### config.mk
export PLATFORM = sky130hd
export DESIGN_NAME = ula_fx_arb
export DESIGN_NICKNAME = d
export VERILOG_FILES = /design/src/rtl/ula_fx_arb.sv
export SDC_FILE = /design/constraint.sdc
export NUM_CORES = 1
export LEC_CHECK = 0
export CAP_MARGIN = 40
export CORE_AREA = 4 4 162 164
export CTS_CLUSTER_DIAMETER = 80
export CTS_CLUSTER_SIZE = 16
export DETAILED_ROUTE_END_ITERATION = 7
export DIE_AREA = 0 0 166 168
export PLACE_DENSITY_LB_ADDON = 0.25
export SLEW_MARGIN = 20
export SYNTH_ARGS = -nofsm -noshare
export SYNTH_HDL_FRONTEND = slang
export SYNTH_SLANG_ARGS = --single-unit
### constraint.sdc
create_clock -name clk -period 2.1 [get_ports clk]
set_clock_uncertainty 0.1 [all_clocks]
set_input_delay 0.42 -clock clk [delete_from_list [all_inputs] [get_ports clk]]
set_output_delay 0.42 -clock clk [all_outputs]
set_load 0.01 [all_outputs]
### src/rtl/ula_fx_arb.sv
// rtl/ula_fx_arb.sv - round-robin arbiter/sequencer sharing one ula_fx ALU
// Grants one requester at a time, holds the ALU inputs for the opcode latency, returns a registered result.
module ula_fx_arb #(
   parameter int NUBITS = 32,
   parameter int NREQ   = 4,
   parameter int DIVLAT = 4,
   parameter int MLTLAT = 2
) (
   input  logic                   clk,
   input  logic                   rst,
   input  logic [NREQ-1:0]        req_valid,
   output logic [NREQ-1:0]        req_ready,
   input  logic [5*NREQ-1:0]      req_op,
   input  logic [NUBITS*NREQ-1:0] req_in1,
   input  logic [NUBITS*NREQ-1:0] req_in2,
   output logic [NREQ-1:0]        rsp_valid,
   output logic [NUBITS-1:0]      rsp_data,
   output logic                   rsp_zero,
   output logic                   rsp_err,
   output logic [4:0]             alu_op,
   output logic [NUBITS-1:0]      alu_in1,
   output logic [NUBITS-1:0]      alu_in2,
   input  logic [NUBITS-1:0]      alu_out,
   input  logic                   alu_is_zero,
   output logic                   busy
);
   localparam int PW   = (NREQ > 1) ? $clog2(NREQ) : 1;
   localparam int LMAX = (DIVLAT > MLTLAT) ? DIVLAT : MLTLAT;
   localparam int CW   = (LMAX > 1) ? $clog2(LMAX) : 1;

   typedef enum logic {S_IDLE, S_EXEC} state_t;

   state_t            r_state;
   logic [PW-1:0]     r_ptr;
   logic [PW-1:0]     r_gnt;
   logic [CW-1:0]     r_cnt;
   logic              r_illegal;
   logic              r_busy;
   logic [4:0]        r_alu_op;
   logic [NUBITS-1:0] r_alu_in1;
   logic [NUBITS-1:0] r_alu_in2;
   logic [NREQ-1:0]   r_rsp_valid;
   logic [NUBITS-1:0] r_rsp_data;
   logic              r_rsp_zero;
   logic              r_rsp_err;

   logic              w_any;
   logic [PW-1:0]     w_win;
   logic [PW:0]       w_idx;
   logic [4:0]        w_op;
   logic [NUBITS-1:0] w_in1;
   logic [NUBITS-1:0] w_in2;
   logic              w_illegal;
   logic [CW-1:0]     w_lat;

   // Scan downward so the last hit wins: that is the first valid bit at or after r_ptr.
   always_comb begin
      w_any = 1'b0;
      w_win = '0;
      w_idx = '0;
      for (int k = NREQ - 1; k >= 0; k--) begin
         w_idx = {1'b0, r_ptr} + (PW+1)'(k);
         if (w_idx >= (PW+1)'(NREQ)) begin
            w_idx = w_idx - (PW+1)'(NREQ);
         end
         if (req_valid[w_idx[PW-1:0]]) begin
            w_any = 1'b1;
            w_win = w_idx[PW-1:0];
         end
      end
   end

   always_comb begin
      w_op      = req_op[5*int'(w_win) +: 5];
      w_in1     = req_in1[NUBITS*int'(w_win) +: NUBITS];
      w_in2     = req_in2[NUBITS*int'(w_win) +: NUBITS];
      w_illegal = (w_op > 5'd25);
      case (w_op)
         5'd3:       w_lat = CW'(MLTLAT - 1);
         5'd4, 5'd5: w_lat = CW'(DIVLAT - 1);
         default:    w_lat = '0;
      endcase
   end

   assign req_ready = (!rst && r_state == S_IDLE && w_any)
                      ? ({{(NREQ-1){1'b0}}, 1'b1} << w_win) : '0;

   always_ff @(posedge clk) begin
      if (rst) begin
         r_state     <= S_IDLE;
         r_ptr       <= '0;
         r_gnt       <= '0;
         r_cnt       <= '0;
         r_illegal   <= 1'b0;
         r_busy      <= 1'b0;
         r_alu_op    <= '0;
         r_alu_in1   <= '0;
         r_alu_in2   <= '0;
         r_rsp_valid <= '0;
         r_rsp_data  <= '0;
         r_rsp_zero  <= 1'b0;
         r_rsp_err   <= 1'b0;
      end else begin
         r_rsp_valid <= '0;
         case (r_state)
            S_IDLE: begin
               if (w_any) begin
                  r_gnt     <= w_win;
                  r_cnt     <= w_lat;
                  r_illegal <= w_illegal;
                  r_alu_op  <= w_illegal ? 5'd0 : w_op;
                  r_alu_in1 <= w_in1;
                  r_alu_in2 <= w_in2;
                  r_busy    <= 1'b1;
                  r_state   <= S_EXEC;
               end
            end
            S_EXEC: begin
               if (r_cnt != '0) begin
                  r_cnt <= r_cnt - CW'(1);
               end else begin
                  r_rsp_valid <= {{(NREQ-1){1'b0}}, 1'b1} << r_gnt;
                  r_rsp_data  <= r_illegal ? '0 : alu_out;
                  r_rsp_zero  <= r_illegal ? 1'b1 : alu_is_zero;
                  r_rsp_err   <= r_illegal;
                  r_ptr       <= (r_gnt == PW'(NREQ - 1)) ? '0 : r_gnt + PW'(1);
                  r_alu_op    <= '0;
                  r_alu_in1   <= '0;
                  r_alu_in2   <= '0;
                  r_busy      <= 1'b0;
                  r_state     <= S_IDLE;
               end
            end
            default: r_state <= S_IDLE;
         endcase
      end
   end

   assign rsp_valid = r_rsp_valid;
   assign rsp_data  = r_rsp_data;
   assign rsp_zero  = r_rsp_zero;
   assign rsp_err   = r_rsp_err;
   assign alu_op    = r_alu_op;
   assign alu_in1   = r_alu_in1;
   assign alu_in2   = r_alu_in2;
   assign busy      = r_busy;

endmodule

==> flow_results.xml, run 1 <==
<?xml version="1.0" encoding="UTF-8"?>
<metrics>
  <group name="clock_network">
    <metric name="clock_root_buffer_master" unit="">clkbuf_16</metric>
    <metric name="clockBufferDepth" unit="">2</metric>
    <metric name="insertion_delay" unit="ns">0.41</metric>
    <metric name="numCtsBuffers" unit="">17</metric>
    <metric name="postCtsHoldBufs" unit="">0</metric>
    <metric name="clock_sinks" unit="">116</metric>
    <metric name="tritoncts" unit="">built</metric>
    <metric name="h_tree_lvl_count" unit="">4</metric>
    <metric name="clk_pin_slew" unit="ns">0.06</metric>
  </group>
  <group name="cells_and_area">
    <metric name="layout.cells.most_common" unit="">clkdlybuf4s50_1</metric>
    <metric name="syn_to_final_growth" unit="%">97.2</metric>
    <metric name="fin_area" unit="sq mm">0.0122</metric>
    <metric name="layout_common_cells" unit="">clkdlybuf4s50_1, nand2_1, mux2i_1</metric>
    <metric name="layout-drive-gt1-share" unit="%">13.1</metric>
    <metric name="layout.core_utilization" unit="%">48.8</metric>
    <metric name="finish.cell_count_without_fillers" unit="">1495</metric>
    <metric name="fin_nets" unit="">1468</metric>
  </group>
  <group name="die">
    <metric name="initial_utilization" unit="%">24.8</metric>
    <metric name="dieArea" unit="sq mm">0.0279</metric>
    <metric name="die_y" unit="um">168</metric>
    <metric name="area_of_the_core_region" unit="sq mm">0.0249</metric>
    <metric name="number_of_top_level_pins" unit="">427</metric>
    <metric name="die_x" unit="um">166</metric>
    <metric name="row_count" unit="">58</metric>
  </group>
  <group name="sta">
    <metric name="timing.final.setup_violations" unit="">39</metric>
    <metric name="setup-tns-final" unit="ns">-1.33</metric>
    <metric name="relSlewSlack" unit="%">62.5</metric>
    <metric name="setup_repair_after_global_routing_missed_its_margin" unit="">true</metric>
    <metric name="maxSlewViolCount" unit="">0</metric>
    <metric name="finalHoldWorstSlack" unit="ns">0.354</metric>
    <metric name="final_cycle_share" unit="%">106</metric>
    <metric name="timing.final.ws_setup" unit="ns">-0.132</metric>
    <metric name="layout_min_cycle_time" unit="ns">2.23</metric>
    <metric name="fmax" unit="MHz">448</metric>
    <metric name="worst_max_slew_pin_slew" unit="ns">0.562</metric>
    <metric name="hold_viol_final" unit="">0</metric>
  </group>
  <group name="yosys">
    <metric name="syn_area_per_cell" unit="sq um">8.86</metric>
    <metric name="sequential_share_of_the_synthesized_area" unit="%">37.7</metric>
    <metric name="synth.largest_area_cell" unit="">dfxtp_1</metric>
    <metric name="synth_top_cells_by_area" unit="">dfxtp_1, mux2i_1, a32o_1, nand2_1, nor3b_1</metric>
    <metric name="synth_cell_type_count" unit="">34</metric>
    <metric name="asyncSetResetFlopFracSynth" unit="%">0</metric>
    <metric name="postSynthCellCount" unit="">696</metric>
    <metric name="yosysWarningCount" unit="">0</metric>
    <metric name="post_synthesis_instance_area" unit="sq mm">0.00617</metric>
    <metric name="synth_top_area_share" unit="%">37.7</metric>
    <metric name="postSynthNetCount" unit="">1013</metric>
    <metric name="synth_edf_count" unit="">0</metric>
    <metric name="postSynthRegisterBits" unit="">116</metric>
    <metric name="postSynth.topFlopCell" unit="">dfxtp_1</metric>
  </group>
  <group name="route">
    <metric name="dr.pass1.iters" unit="">4</metric>
    <metric name="num_vias" unit="">6995</metric>
    <metric name="viasPerCell" unit="">4.68</metric>
    <metric name="drt_iter0_drc" unit="">371</metric>
    <metric name="detail_route.wl_per_cell" unit="um">18.6</metric>
    <metric name="detail-route-antenna-nets" unit="">0</metric>
    <metric name="drc" unit="">0</metric>
    <metric name="detail_route.wirelength" unit="um">27800</metric>
  </group>
  <group name="critical_path">
    <metric name="path_class" unit="">input pin to output port</metric>
    <metric name="cp-end-kind" unit="">output port</metric>
    <metric name="worst-endpoint-required" unit="ns">1.58</metric>
    <metric name="rr_worst_depth" unit="">10</metric>
    <metric name="rr_endpoint" unit="">alu_op[4]</metric>
    <metric name="r2r_start" unit="">r_ptr[1]</metric>
    <metric name="critPathMaxFanout" unit="">5</metric>
    <metric name="arrival" unit="ns">1.71</metric>
    <metric name="r2r_setup_slack" unit="ns">-0.10</metric>
    <metric name="start_kind" unit="">input pin</metric>
  </group>
  <group name="global_routing">
    <metric name="first_global_vias" unit="">6991</metric>
    <metric name="initial_antenna_violation_count" unit="">1</metric>
    <metric name="wire_length_of_the_first_global_routing_pass" unit="um">40700</metric>
    <metric name="grt_max_degree" unit="">73</metric>
    <metric name="grt_overflow_total" unit="">0</metric>
    <metric name="grt_use_total" unit="%">18.7</metric>
  </group>
  <group name="worst_hold_path">
    <metric name="hold_path_startpoint" unit="">alu_op[2]</metric>
    <metric name="holdPathEnd" unit="">alu_op[2]</metric>
    <metric name="holdPathStages" unit="">2</metric>
    <metric name="hold_path_class" unit="">flip-flop to flip-flop</metric>
  </group>
  <group name="place">
    <metric name="hpwl_after_dpl" unit="um">20800</metric>
    <metric name="port-buffer-count" unit="">426</metric>
    <metric name="place_area" unit="sq mm">0.0111</metric>
    <metric name="place.gp.congestion" unit="">0.806</metric>
    <metric name="dpl.cell_count" unit="">1447</metric>
    <metric name="dp_slack" unit="ns">-0.797</metric>
  </group>
  <group name="pwr">
    <metric name="power.ir.vdd_worst" unit="uV">435</metric>
    <metric name="p_leak" unit="nW">4.71</metric>
    <metric name="report.power.total" unit="mW">9.04</metric>
    <metric name="power_density" unit="mW/mm^2">743</metric>
  </group>
  <group name="outcome">
    <metric name="run_status" unit="">finished, violations left</metric>
    <metric name="violated_checks" unit="">setup timing</metric>
  </group>
  <group name="run">
    <metric name="max_cap_viol_count" unit="">0</metric>
  </group>
</metrics>
[logic make-up after synthesis]
logic type | synth area share [%]
AO/OA/AOI/OAI | 15.8
adder cells (fa/ha/maj) | 0.406
buffers and inverters | 4.97
flip-flops | 37.7
multiplexers | 23.5
AND/OR/NAND/NOR | 17.7
[metal layers]
metal | wire, um | vias to the layer above | share of wire (%) | GRT usage (%)
met5 | 0 | - | 0 | 0
met4 | 665 | 0 | 2.4 | 5.38
met3 | 2380 | 34 | 8.6 | 7.16
met2 | 13800 | 283 | 50 | 32.6
met1 | 10900 | 3258 | 39 | 21.3
li1 | - | 3420 | - | -
[synth_stat cells, types with 2 or more instances]
master	number
buf_1	5
dfxtp_1	116
ha_1	2
nand2_1	148
a32o_1	64
clkbuf_1	38
and3_1	4
buf_4	7
o21ai_0	4
mux2i_1	140
nor4_1	2
nor3b_1	35
buf_2	11
buf_6	2
o31ai_1	2
nor3_1	6
nor2_1	44
a31oi_1	2
mux2_2	4
inv_1	4
a21oi_1	43
[report_power, final]
part	internal (mW)	switching [mW]	total [mW]
combinational	2.03	1.52	3.55
clock	1.67	1.15	2.82
sequential	2.51	0.160	2.67
[critical path, cell delays in order]
cell	delay [ns]
dlygate4sd2_1	0.37
a21oi_1	0.07
o21a_1	0.22
o22a_2	0.27
nor3_2	0.19
buf_2	0.17
[worst max path at each step]
stage                       startpoint            to  slack, ns  depth (start not counted)
after global routing          r_ptr[1]     alu_op[4]      -0.22                         10
after global placement    req_valid[1]    alu_in2[3]      -0.80                          9
after CTS                     r_ptr[1]  req_ready[0]      -0.17                          5
after detailed placement  req_valid[0]  req_ready[0]      -0.80                          6
after floorplan               r_ptr[1]  req_ready[1]       0.03                          7
final                     req_valid[1]  req_ready[0]      -0.13                          6
[flip-flops by register name, indices dropped and copies added, names as in the netlist, 2 cells and up]
signal and flops:
r_gnt 2, rsp_valid 4, alu_in1 32, r_ptr 2
r_cnt 2, rsp_data 32, alu_in2 32, alu_op 5
[what timing repair did]
action / in CTS / in global routing
setup endpoints to repair: 76 / 76
resized for setup: 62 / 33
buffers inserted: 3 / 8
gates cloned: 1 / 3
pin swaps: 6 / 2
[layout make-up]
type	instances	area (sq um)
Antenna cell	1	2.50
Clock buffer	18	439
Clock inverter	14	126
Fill cell	2385	12700
Inverter	4	15.0
Multi-Input combinational cell	513	3770
Sequential cell	116	2330
Tap cell	330	413
Timing Repair Buffer	499	5060
Power figures use the tool's default switching activity.
==> inputs of run 2 (changes only) <==
--- a/config.mk
+++ b/config.mk
@@ -5,13 +5,14 @@
 export SDC_FILE = /design/constraint.sdc
 export NUM_CORES = 1
 export LEC_CHECK = 0
-export CAP_MARGIN = 40
+export CAP_MARGIN = 10
 export CORE_AREA = 4 4 162 164
 export CTS_CLUSTER_DIAMETER = 80
 export CTS_CLUSTER_SIZE = 16
 export DETAILED_ROUTE_END_ITERATION = 7
 export DIE_AREA = 0 0 166 168
 export PLACE_DENSITY_LB_ADDON = 0.25
+export REMOVE_ABC_BUFFERS = 1
 export SLEW_MARGIN = 20
 export SYNTH_ARGS = -nofsm -noshare
 export SYNTH_HDL_FRONTEND = slang
==> flow_results.xml, run 2 (synthesized netlist as in run 1, its figures left out) <==
<?xml version="1.0" encoding="UTF-8"?>
<metrics>
  <group name="place">
    <metric name="place.gp.congestion" unit="">0.859</metric>
    <metric name="port-buffer-count" unit="">426</metric>
    <metric name="hpwl_after_dpl" unit="um">21800</metric>
    <metric name="place_area" unit="sq mm">0.0111</metric>
    <metric name="dpl.cell_count" unit="">1446</metric>
  </group>
  <group name="clock_network">
    <metric name="h_tree_lvl_count" unit="">4</metric>
    <metric name="numCtsBuffers" unit="">17</metric>
    <metric name="tritoncts" unit="">built</metric>
    <metric name="clockBufferDepth" unit="">2</metric>
    <metric name="clock_root_buffer_master" unit="">clkbuf_16</metric>
    <metric name="clock_sinks" unit="">116</metric>
    <metric name="postCtsHoldBufs" unit="">0</metric>
    <metric name="clk_pin_slew" unit="ns">0.06</metric>
    <metric name="insertion_delay" unit="ns">0.41</metric>
  </group>
  <group name="route">
    <metric name="dr.pass1.iters" unit="">6</metric>
    <metric name="detail_route.wl_per_cell" unit="um">19.3</metric>
    <metric name="detail_route.wirelength" unit="um">29100</metric>
    <metric name="drc" unit="">0</metric>
    <metric name="detail-route-antenna-nets" unit="">0</metric>
    <metric name="viasPerCell" unit="">4.73</metric>
    <metric name="drt_iter0_drc" unit="">307</metric>
    <metric name="num_vias" unit="">7126</metric>
  </group>
  <group name="cells_and_area">
    <metric name="syn_to_final_growth" unit="%">103</metric>
    <metric name="fin_nets" unit="">1476</metric>
    <metric name="multiInputGateArea" unit="sq mm">0.00381</metric>
    <metric name="n_fill_cell" unit="">2349</metric>
    <metric name="layout.cells.most_common" unit="">clkdlybuf4s50_1</metric>
    <metric name="seq_area" unit="sq mm">0.00233</metric>
    <metric name="layout_common_cells" unit="">clkdlybuf4s50_1, nand2_1, mux2i_1</metric>
    <metric name="finish.cell_count_without_fillers" unit="">1506</metric>
    <metric name="layout-drive-gt1-share" unit="%">14.3</metric>
    <metric name="layout.core_utilization" unit="%">50.3</metric>
    <metric name="fin_area" unit="sq mm">0.0125</metric>
  </group>
  <group name="die">
    <metric name="die_y" unit="um">168</metric>
    <metric name="initial_utilization" unit="%">24.8</metric>
    <metric name="number_of_top_level_pins" unit="">427</metric>
    <metric name="area_of_the_core_region" unit="sq mm">0.0249</metric>
    <metric name="die_x" unit="um">166</metric>
    <metric name="dieArea" unit="sq mm">0.0279</metric>
    <metric name="row_count" unit="">58</metric>
  </group>
  <group name="global_routing">
    <metric name="wire_length_of_the_first_global_routing_pass" unit="um">42600</metric>
    <metric name="grt_use_total" unit="%">19.7</metric>
    <metric name="grt_overflow_total" unit="">0</metric>
    <metric name="grt_max_degree" unit="">73</metric>
    <metric name="initial_antenna_violation_count" unit="">5</metric>
    <metric name="first_global_vias" unit="">7156</metric>
  </group>
  <group name="run">
    <metric name="max_cap_viol_count" unit="">0</metric>
  </group>
  <group name="critical_path">
    <metric name="critPathMaxFanout" unit="">4</metric>
    <metric name="start_kind" unit="">flip-flop</metric>
    <metric name="worst-endpoint-required" unit="ns">1.58</metric>
    <metric name="cp-end-kind" unit="">output port</metric>
    <metric name="path_class" unit="">flip-flop to output port</metric>
    <metric name="arrival" unit="ns">1.72</metric>
  </group>
  <group name="pwr">
    <metric name="internal-power" unit="mW">6.40</metric>
    <metric name="power_switching_share" unit="%">32.0</metric>
    <metric name="report.power.total" unit="mW">9.41</metric>
    <metric name="power_frac_clock" unit="%">31.2</metric>
    <metric name="power_switching" unit="mW">3.01</metric>
    <metric name="pwr-share-comb" unit="%">40.2</metric>
    <metric name="share_seq_of_total_power" unit="%">28.5</metric>
    <metric name="power.ir.vdd_worst" unit="uV">364</metric>
    <metric name="p_leak" unit="nW">4.83</metric>
    <metric name="power_density" unit="mW/mm^2">751</metric>
  </group>
  <group name="sta">
    <metric name="timing.final.setup_violations" unit="">47</metric>
    <metric name="setup_repair_after_global_routing_missed_its_margin" unit="">true</metric>
    <metric name="final_cycle_share" unit="%">107</metric>
    <metric name="layout_min_cycle_time" unit="ns">2.24</metric>
    <metric name="timing.final.ws_setup" unit="ns">-0.143</metric>
    <metric name="relSlewSlack" unit="%">66.4</metric>
    <metric name="maxSlewViolCount" unit="">0</metric>
    <metric name="finalHoldWorstSlack" unit="ns">0.351</metric>
    <metric name="worst_max_slew_pin_slew" unit="ns">0.504</metric>
    <metric name="hold_viol_final" unit="">0</metric>
    <metric name="fmax" unit="MHz">446</metric>
  </group>
  <group name="worst_hold_path">
    <metric name="hold_path_class" unit="">flip-flop to flip-flop</metric>
  </group>
  <group name="outcome">
    <metric name="run_status" unit="">finished, violations left</metric>
    <metric name="violated_checks" unit="">setup timing</metric>
  </group>
</metrics>
-- run 2: changes by cell type in the layout (fill, tap and decap cells not counted), moves of 3 or more --
| cell | previous run | this run |
|---|---|---|
| clkinv_2 | 4 | 0 |
| inv_8 | 0 | 4 |
| diode_2 | 1 | 4 |
| buf_8 | 0 | 10 |
| buf_12 | 12 | 17 |
| buf_16 | 1 | 8 |
| buf_6 | 13 | 10 |
| mux2i_4 | 6 | 9 |
| buf_4 | 46 | 36 |
| mux2i_1 | 119 | 116 |
-- run 2: cell type report --
class	instances	area share (%)
repair buffers	507	42.8
inverters	4	0.120
well taps	330	3.30
diodes	4	0.0799
clock buffers	17	3.40
multi-input cells	513	30.4
clock inverters	15	1.27
flip-flops and latches	116	18.6
-- run 2: path summary, 6_finish.rpt --
check	startpoint	end	slack, ns	cells after the start
max	r_ptr[1]	req_ready[3]	-0.14	6
min	alu_op[3]	alu_op[3]	0.35	2
min reg2reg	alu_op[3]	alu_op[3]	0.35	2
max reg2reg	r_ptr[1]	alu_op[0]	-0.12	9
-- run 2: timing repair --
item / 4_1_cts / 5_1_grt
gates cloned: 6 / 2
endpoints found under the setup margin: 76 / 76
resized for setup: 93 / 36
pin swaps: 21 / 27
buffers inserted: 13 / 5
-- run 2: routing by layer --
| layer | up-vias | track usage, % | wire [um] |
|---|---|---|---|
| met4 | 4 | 8.79 | 1050 |
| met5 | - | 1.57 | 72 |
| met2 | 299 | 33.6 | 14400 |
| met1 | 3313 | 22.3 | 11400 |
| met3 | 55 | 6.60 | 2250 |
| li1 | 3455 | - | - |
-- run 2: power by group through the flow --
stage               combinational [mW]  clock, mW  sequential [mW]
finish                            3.79       2.94             2.69
CTS                               3.68       3.01             2.69
global placement                  3.28          0             2.72
detailed placement                3.30          0             2.73
floorplan                         1.50          0             2.86
global route                      4.05       3.10             2.72
-- run 2: through the flow --
step,TNS [ns],setup WS [ns]
global placement,-49.40,-0.867
detailed placement,-50.98,-0.878
CTS,-2.68,-0.184
finish,-2.26,-0.143
floorplan,-574.08,-7.72
global route,-9.12,-0.215
-- run 2: critical path, cell delays in order, from the launching register on --
cell and delay (ns):
dfxtp_4 0.37, a21oi_2 0.05, o21a_1 0.21, o22a_2 0.29
buf_12 0.14, and3_4 0.14, buf_6 0.12
==> edit, RTL diff (settings of run 2) <==
Change the parameter `DIVLAT` from 4 to 2.
--- a/src/rtl/ula_fx_arb.sv
+++ b/src/rtl/ula_fx_arb.sv
@@ -5,3 +5,3 @@
    parameter int NREQ   = 4,
-   parameter int DIVLAT = 4,
+   parameter int DIVLAT = 2,
    parameter int MLTLAT = 2
Check against the original RTL: not equivalent (Yosys sat finds a counterexample within 4 cycles, from zero or initial values and one cycle with rst high).
==> edit against run 2 <==
  * The flow still finishes with violations (setup timing)
  * Maximum frequency fell by 4.7%
  * Area after synthesis fell by 5.0%
  * Worst hold slack got worse by 11 ps
  * Sequential cell count decreased by 1
  * Power decreased by 13%
  * Wire length shrank 6.6%
  * Sequential share of layout area grew 0.41 points
  * Worst setup slack got worse by 110 ps
  * Clock power shrank 6%
  * Cell area shrank 3.0%
  * Critical endpoint is now alu_op[3]$_SDFFE_PP0P_
  * Largest cell class unchanged
  * Largest power group unchanged
==> edit: results (changes against run 2) <==
area fraction in compound gates after synthesis 19.3% (+3.5 points); GPL Wtd Cong 0.819 (-4.6%); post-DR wirelength/cell 19.2 um (-0.81%); final wirelength 27200 um (-6.6%); Layout Nets 1390 (-5.8%); DRT iter0 DRCs 245 (-20%); reg-to-reg slack, setup -240 ps (-120 ps); Avg Cell Area, Syn 9.61 um2 (+8.4%); CP peak stage delay 500 ps (+130 ps); DR vias 6632 (-6.9%); VDD IR-drop max 353 uV (-3.1%); share of post-route cells with drive strength above 1 13.7% (-0.63 points); Fillers 2402 (+2.3%); DP Cell Count 1358 (-6.1%); number of global-route vias before repair 6972 (-2.6%); initial antenna violation count 1 (-4); Inserted Clock Buffers 17 (unchanged); Met1 Wirelength 10900 um (-4.4%); Hold Crit Class reg2reg; max layer used met4; global-route wire length before repair 40500 um (-5.1%); Hold Slack 340 ps (-11.1 ps); largest net degree at the start of global routing 36 (-51%); list of most frequent post-synthesis cells mux2i_1, nand2_1, dfxtp_1; DP Area 10800 um2 (-3.1%); critical path arrival 2550 ps (+830 ps); DP HPWL 20000 um (-8.0%); violated checks setup timing; final number of setup-violating endpoints 75 (+60%); post-synth cell types 37 (+8.8%); first-pass detailed-route iteration total 4 (-2); Seq/Total Area, Yosys 39.3% (+1.6 points); Ys Warns 0 (unchanged); CP Max Fanout 6 (+2); slowest CP cell clkdlybuf4s50_1; drt drc 0 (unchanged); adder-cell share of the synthesized area 0.214% (-0.19 points); worst slew pin tran 443 ps (-61.0 ps); met2 WL post-DR 13600 um (-5.4%); Synth area leaders dfxtp_1, mux2i_1, a32o_1; PnR worst setup slack -254 ps (-110 ps); Leak Pwr 5.16 nW (+6.8%); multiplexer area fraction after synthesis 25.0% (+1.6 points); Post-Place Setup Slack -885 ps (-6.66 ps); setup TNS -10240 ps (-7980 ps); outcome complete, but fails checks; asr flop ratio synth 0% (unchanged)
## edit: cell count changes in the layout (fill, tap and decap cells not counted), moves of 4 or more
cell	change
nor3b_1	-32
a22o_1	+34
mux2i_1	+8
buf_8	-6
nor2_1	-41
a21oi_1	-35
nand2_2	-4
mux2i_4	-5
buf_6	-6
## edit: metal layers
layer,up-vias,GRT usage (%)
met2,270,32.4
met5,-,0
li1,3196,-
met3,39,5.40
met1,3127,20.9
met4,0,7.14
## edit: worst paths after layout
check | start | endpoint | cells after the start
hold reg to reg | rsp_zero$_SDFFE_PP0P_ | rsp_zero$_SDFFE_PP0P_ | 2
hold / removal | rsp_zero$_SDFFE_PP0P_ | rsp_zero$_SDFFE_PP0P_ | 2
setup reg to reg | r_ptr[1]$_SDFFE_PP0P_ | alu_op[3]$_SDFFE_PP0P_ | 9
setup / recovery | req_valid[3] | alu_op[3]$_SDFFE_PP0P_ | 10
## edit: repair_timing
| item | 4_1_cts | 5_1_grt |
|---|---|---|
| hold buffers | 0 | 0 |
| pin swaps | 26 | 11 |
| setup buffers | 11 | 2 |
| gates cloned | 9 | 5 |
| setup endpoints to repair | 75 | 75 |
| gates resized for setup | 79 | 24 |
## edit: final cells by class
class / instances / area, um2 / share of cell area, %
inverters: 3 / 11.3 / 0.0927
clock buffers: 19 / 453 / 3.73
repair buffers: 501 / 5390 / 44.4
clock inverters: 13 / 101 / 0.835
multi-input cells: 436 / 3460 / 28.5
diodes: 1 / 2.50 / 0.0206
well taps: 330 / 413 / 3.40
flip-flops and latches: 115 / 2310 / 19.0
## edit: worst max-delay path: cells and delay by family
family          cells  cell delay, ps
mux                 2             480
compound gates      3             540
buf+inv             5            1100
## edit: power breakdown
group	internal (mW)	switching, mW
sequential	2.40	0.125
clock	1.59	1.18
combinational	1.77	1.09
total	5.76	2.40
